File: config.mk
export PLATFORM = sky130hd
export DESIGN_NAME = scene_sequencer
export DESIGN_NICKNAME = d
export VERILOG_FILES = /design/src/rtl/scene_sequencer.sv
export SDC_FILE = /design/constraint.sdc
export NUM_CORES = 1
export LEC_CHECK = 0
export ABC_AREA = 1
export BUFFER_PORTS_ARGS = -buffer_cell sky130_fd_sc_hd__buf_2
export CORE_MARGIN = 4
export CORE_UTILIZATION = 60
export CTS_CLUSTER_SIZE = 24
export DETAILED_ROUTE_END_ITERATION = 7
export GPL_TIMING_DRIVEN = 0
export PLACE_DENSITY = 0.89
export SYNTH_ARGS = -nofsm -noshare
export SYNTH_HDL_FRONTEND = slang
export SYNTH_SLANG_ARGS = --single-unit
File: constraint.sdc
create_clock -name clk -period 3.5 [get_ports clk]
set_input_delay 0.175 -clock clk [delete_from_list [all_inputs] [get_ports clk]]
set_output_delay 0.175 -clock clk [all_outputs]
set_load 0.05 [all_outputs]
File: src/rtl/scene_sequencer.sv
// scene_sequencer: per-frame multi-object scene controller.
// Advances per-object angles on frame start, pulses the camera
// transform, then feeds each enabled object's triangle range in turn.
//
// Ports:
//   clk, rst_n      render clock, async active-low reset
//   frame_start     synchronised frame pulse
//   render_busy     renderer busy; frames are rejected while high
//   obj_enable      per-object enable
//   rot_en          per-object {z,y,x} rotate enables
//   obj_base        per-object first triangle index
//   obj_count       per-object triangle count
//   feed_done       feeder completion pulse
//   cam_valid       camera-transform-valid pulse
//   feed_start      feeder begin pulse
//   feed_base       latched base of current object
//   feed_count      latched count of current object
//   obj_idx         current object index
//   ang_x/y/z       current object's angles for the sincos lookups
//   frame_done      all objects sequenced
//   busy            high outside IDLE
//   dropped_frames  saturating count of rejected frame_start pulses
module scene_sequencer #(
    parameter int N_OBJECTS     = 4,
    parameter int ANGLE_BITS    = 8,
    parameter int TRI_IDX_BITS  = 10,
    parameter int SETTLE_CYCLES = 2,
    parameter int ANG_X_INIT    = 10,
    localparam int IW = (N_OBJECTS > 1) ? $clog2(N_OBJECTS) : 1
) (
    input  logic                              clk,
    input  logic                              rst_n,
    input  logic                              frame_start,
    input  logic                              render_busy,
    input  logic [N_OBJECTS-1:0]              obj_enable,
    input  logic [3*N_OBJECTS-1:0]            rot_en,
    input  logic [N_OBJECTS*TRI_IDX_BITS-1:0] obj_base,
    input  logic [N_OBJECTS*TRI_IDX_BITS-1:0] obj_count,
    input  logic                              feed_done,
    output logic                              cam_valid,
    output logic                              feed_start,
    output logic [TRI_IDX_BITS-1:0]           feed_base,
    output logic [TRI_IDX_BITS-1:0]           feed_count,
    output logic [IW-1:0]                     obj_idx,
    output logic [ANGLE_BITS-1:0]             ang_x,
    output logic [ANGLE_BITS-1:0]             ang_y,
    output logic [ANGLE_BITS-1:0]             ang_z,
    output logic                              frame_done,
    output logic                              busy,
    output logic [15:0]                       dropped_frames
);

    typedef enum logic [2:0] {
        IDLE,
        CAM,
        OBJ_SEL,
        SETTLE,
        FEED_START,
        FEED_WAIT,
        DONE
    } state_t;

    localparam logic [ANGLE_BITS-1:0] XINIT = ANGLE_BITS'(ANG_X_INIT);
    localparam logic [3:0] SETTLE_LAST = 4'(SETTLE_CYCLES - 1);
    localparam logic [IW-1:0] LAST_IDX = IW'(N_OBJECTS - 1);

    state_t state;
    state_t state_nx;

    logic [3:0] settle_cnt;

    logic [ANGLE_BITS-1:0] ax [N_OBJECTS];
    logic [ANGLE_BITS-1:0] ay [N_OBJECTS];
    logic [ANGLE_BITS-1:0] az [N_OBJECTS];

    logic accept;
    logic reject;
    logic last;
    logic found;
    logic [TRI_IDX_BITS-1:0] sel_base;
    logic [TRI_IDX_BITS-1:0] sel_count;

    always_comb begin
        accept    = (state == IDLE) && frame_start && !render_busy;
        reject    = frame_start && !accept;
        last      = (obj_idx == LAST_IDX);
        sel_base  = obj_base[obj_idx*TRI_IDX_BITS +: TRI_IDX_BITS];
        sel_count = obj_count[obj_idx*TRI_IDX_BITS +: TRI_IDX_BITS];
        found     = obj_enable[obj_idx] && (sel_count != '0);
    end

    always_comb begin
        state_nx = state;
        unique case (state)
            IDLE: begin
                if (accept)
                    state_nx = CAM;
            end
            CAM: state_nx = OBJ_SEL;
            OBJ_SEL: begin
                if (found)
                    state_nx = SETTLE;
                else if (last)
                    state_nx = DONE;
            end
            SETTLE: begin
                if (settle_cnt == SETTLE_LAST)
                    state_nx = FEED_START;
            end
            FEED_START: state_nx = FEED_WAIT;
            FEED_WAIT: begin
                if (feed_done)
                    state_nx = last ? DONE : OBJ_SEL;
            end
            DONE: state_nx = IDLE;
            default: state_nx = IDLE;
        endcase
    end

    always_ff @(posedge clk or negedge rst_n) begin
        if (!rst_n)
            state <= IDLE;
        else
            state <= state_nx;
    end

    // Pulse outputs are registered copies of the next state, so each
    // pulse is high for exactly the cycle its state is occupied.
    always_ff @(posedge clk or negedge rst_n) begin
        if (!rst_n) begin
            cam_valid  <= 1'b0;
            feed_start <= 1'b0;
            frame_done <= 1'b0;
            busy       <= 1'b0;
        end else begin
            cam_valid  <= (state_nx == CAM);
            feed_start <= (state_nx == FEED_START);
            frame_done <= (state_nx == DONE);
            busy       <= (state_nx != IDLE);
        end
    end

    always_ff @(posedge clk or negedge rst_n) begin
        if (!rst_n) begin
            obj_idx    <= '0;
            settle_cnt <= '0;
            feed_base  <= '0;
            feed_count <= '0;
            ang_x      <= XINIT;
            ang_y      <= '0;
            ang_z      <= '0;
        end else begin
            unique case (state)
                IDLE: begin
                    if (accept)
                        obj_idx <= '0;
                end
                OBJ_SEL: begin
                    if (found) begin
                        settle_cnt <= '0;
                        feed_base  <= sel_base;
                        feed_count <= sel_count;
                        ang_x      <= ax[obj_idx];
                        ang_y      <= ay[obj_idx];
                        ang_z      <= az[obj_idx];
                    end else if (!last) begin
                        obj_idx <= obj_idx + IW'(1);
                    end
                end
                SETTLE: settle_cnt <= settle_cnt + 4'd1;
                FEED_WAIT: begin
                    if (feed_done && !last)
                        obj_idx <= obj_idx + IW'(1);
                end
                default: ;
            endcase
        end
    end

    // Angles advance only on an accepted frame; latched copies feed
    // the outputs so mid-frame updates never reach the lookups.
    always_ff @(posedge clk or negedge rst_n) begin
        if (!rst_n) begin
            for (int i = 0; i < N_OBJECTS; i++) begin
                ax[i] <= XINIT;
                ay[i] <= '0;
                az[i] <= '0;
            end
        end else if (accept) begin
            for (int i = 0; i < N_OBJECTS; i++) begin
                if (rot_en[3*i])
                    ax[i] <= ax[i] + ANGLE_BITS'(1);
                if (rot_en[3*i+1])
                    ay[i] <= ay[i] + ANGLE_BITS'(1);
                if (rot_en[3*i+2])
                    az[i] <= az[i] + ANGLE_BITS'(1);
            end
        end
    end

    always_ff @(posedge clk or negedge rst_n) begin
        if (!rst_n)
            dropped_frames <= '0;
        else if (reject && (dropped_frames != 16'hFFFF))
            dropped_frames <= dropped_frames + 16'd1;
    end

endmodule

==> impl_metrics.py <==
metrics = {
    "min_path": {
        "min_path_type": "primary input to register",
        "min_from": "rot_en[5]",
    },
    "clocking": {
        "cts_hold_buf": 1,
        "cts_sinks": 169,
        "numCtsBuffers": 17,
        "insertion_delay_ns": 0.43,
        "cts_root_buffer": "clkbuf_16",
        "clkTransAtPathRegs_ns": 0.06,
        "clk_path_buf_depth": 2,
        "postCtsSetupRepairBufs": 0,
        "tritoncts": "done",
        "cts_resized": 0,
        "htree_levels": 4,
    },
    "timing": {
        "final-setup-viol-count": 0,
        "fin_tns_setup_ns": 0,
        "slew_viol_final": 0,
        "worst_pin_slew_ns": 0.709,
        "rsz0062_at_grt": "false",
        "finalCritPeriodShare": 0.669,
        "fin_ws_ns": 1.16,
        "hold_viol": 0,
        "max_slew_margin": 0.527,
        "max_freq_mhz": 427,
        "finClkSkew_ns": 0.00772,
        "timing.final.crit_period_ns": 2.34,
    },
    "worst_setup_path": {
        "r2r-start": "obj_idx[1]",
        "crit_buf_inv": 5,
        "crit_chain": "buf_6 -> inv_1 -> buf_4 -> buf_2 -> clkbuf_1 -> o21ai_0 -> o21ai_0 -> nand2_1 -> nand2_1",
        "startpoint_type": "register",
        "arrival_ns": 2.71,
        "crit_slowest_cell": "clkbuf_1",
        "worstSetupPathType": "register to register",
        "critPathMaxStageDelay_ns": 0.49,
        "crit_start": "obj_idx[1]",
        "worstPathRequired_ns": 3.87,
        "worst_setup_path_end_kind": "register",
        "critPathTopFamily": "buffers and inverters",
        "path_max_fanout": 10,
    },
    "global_routing": {
        "grt_pass1_wl_um": 37300,
        "grt_start_max_net_pins": 86,
        "antenna_found_initial": 0,
        "grt_pass1_vias": 7812,
        "grt_use_total": 0.282,
        "grt_overflow": 0,
    },
    "yosys": {
        "synthArstFlopShare": 1.00,
        "yosysUniqueCellTypes": 38,
        "yosysWarnings": 0,
        "ys_ff_latch": 169,
        "syn_area_per_cell_um2": 8.59,
        "ys_seq_area_frac": 0.483,
        "synth_edf_count": 0,
        "synth_ff_type": "dfrtp_1",
        "synth_cells": 1023,
        "syn_area_mm2": 0.00879,
        "syn-num-nets": 1140,
    },
    "detailed_routing": {
        "top_layer": "met4",
        "met2_length_um": 11300,
        "drc": 0,
        "wl_met3_um": 1890,
        "wl_um": 23200,
        "ant_nets": 0,
        "drt_first_pass_iters": 6,
        "via_per_inst": 5.62,
        "wl_met1_um": 9170,
        "vias": 7881,
        "initialDrtViolationCount": 711,
        "detail_route.wl_per_cell_um": 16.5,
    },
    "placed_design": {
        "hpwlAfterDp_um": 16300,
        "gp_congestion": 0.840,
        "place_ws_ns": 1.28,
        "port_buffers": 166,
    },
    "final_layout": {
        "fillers": 990,
        "layout_common_cells": "nand2_1 (267), buf_2 (174), dfrtp_1 (159)",
        "diodes": 0,
        "drive_gt1_frac": 0.215,
        "syn2layout_area_growth_pct": 18.9,
        "mostFrequentLayoutCell": "nand2_1",
        "final_net_count": 1327,
    },
    "pwr": {
        "ir_drop_uv": 522,
        "power_density_mw_per_mm2": 870,
        "p_leak_nw": 5.60,
    },
    "floorplanning": {
        "coreArea_mm2": 0.0141,
        "fp.dieH_um": 129,
        "rows": 43,
        "die_w_um": 129,
        "initial_utilization": 0.624,
        "dieArea_mm2": 0.0167,
        "io_pins": 167,
    },
    "job": {
        "maxCapViolCount": 0,
    },
    "status": {
        "status": "completed",
    },
}
final cells by class:
type                    count  area [um^2]  share of cell area
repair buffers            168          878              0.0841
inverters                  83          314              0.0301
well taps                 180          225              0.0216
plain buffers              40          240              0.0230
multi-input cells         731         3990               0.382
clock inverters             7         41.3             0.00395
clock buffers              25          515              0.0493
flip-flops and latches    169         4240               0.406
sequential cells by signal (all words and copies together), names as in the netlist, 2 cells and up:
signal	count
ang_x	8
ang_y	8
ang_z	8
ax	32
ay	32
az	32
dropped_frames	16
feed_base	10
feed_count	10
obj_idx	2
settle_cnt	4
state	3
path summary, 6_finish.rpt:
check                               endpoint  slack (ns)  depth (start not counted)
max                                 ang_x[0]        1.16                          9
min                                   az[17]        0.09                          5
max reg2reg                         ang_x[0]        1.16                          9
min reg2reg                           az[31]        0.47                          1
max in group asynchronous             ax[25]        2.28                          3
min in group asynchronous  dropped_frames[8]        0.33                          2
report_power, final:
group | internal (W) | total, W | switching (W) | leakage [nW]
Sequential | 0.00256 | 0.00307 | 0.000503 | 2.08
Clock | 0.00102 | 0.00177 | 0.000753 | 0.279
Combinational | 0.00120 | 0.00425 | 0.00306 | 3.25
cell families (layout without fill, tap and decap cells):
| kind of cell | after synthesis | after routing | synth area share |
|---|---|---|---|
| xor gates and xnor gates | 100 | 100 | 0.0996 |
| buffers and inverters | 123 | 323 | 0.0631 |
| AOI/OAI and AO/OA | 147 | 147 | 0.0873 |
| adders and majority gates | 16 | 16 | 0.0228 |
| DFF | 169 | 169 | 0.483 |
| and+or+nand+nor | 464 | 464 | 0.240 |
| muxes | 4 | 4 | 0.00512 |
cell usage after synthesis, types with 15 or more instances:
cell / number / share of area
dfrtp_1: 159 / 0.45
inv_1: 80 / 0.034
a21oi_1: 34 / 0.019
xor2_1: 75 / 0.075
nand2_1: 267 / 0.11
o21ai_0: 95 / 0.054
clkbuf_1: 18 / 0.0077
ha_1: 16 / 0.023
o22ai_1: 15 / 0.011
nor2_1: 84 / 0.036
nand3_1: 58 / 0.033
xnor2_1: 25 / 0.025
through the flow:
step	hold WS [ns]	power [W]	instance area (um^2)	utilization	instances
after floorplan	-0.121	0.00604	8790	-	1023
after detailed placement	0.208	0.00725	9880	0.701	1370
after CTS	0.0828	0.00907	10500	0.741	1403
after global placement	0.456	0.00710	9850	0.698	1369
final	0.0861	0.00909	10500	0.741	1403
after global routing	0.0960	0.00965	10500	0.741	1403
layer usage:
layer	GRT usage	vias up
met3	0.0577	66
met2	0.463	397
met5	0	-
met1	0.363	3747
met4	0.127	0
li1	-	3671
tightest hold or removal path, cell delays in order:
cell,delay [ns]
buf_2,0.10
inv_1,0.05
nor2_2,0.05
nand2_1,0.05
nand2_1,0.04
No activity file was read; power rests on OpenSTA's default activity.
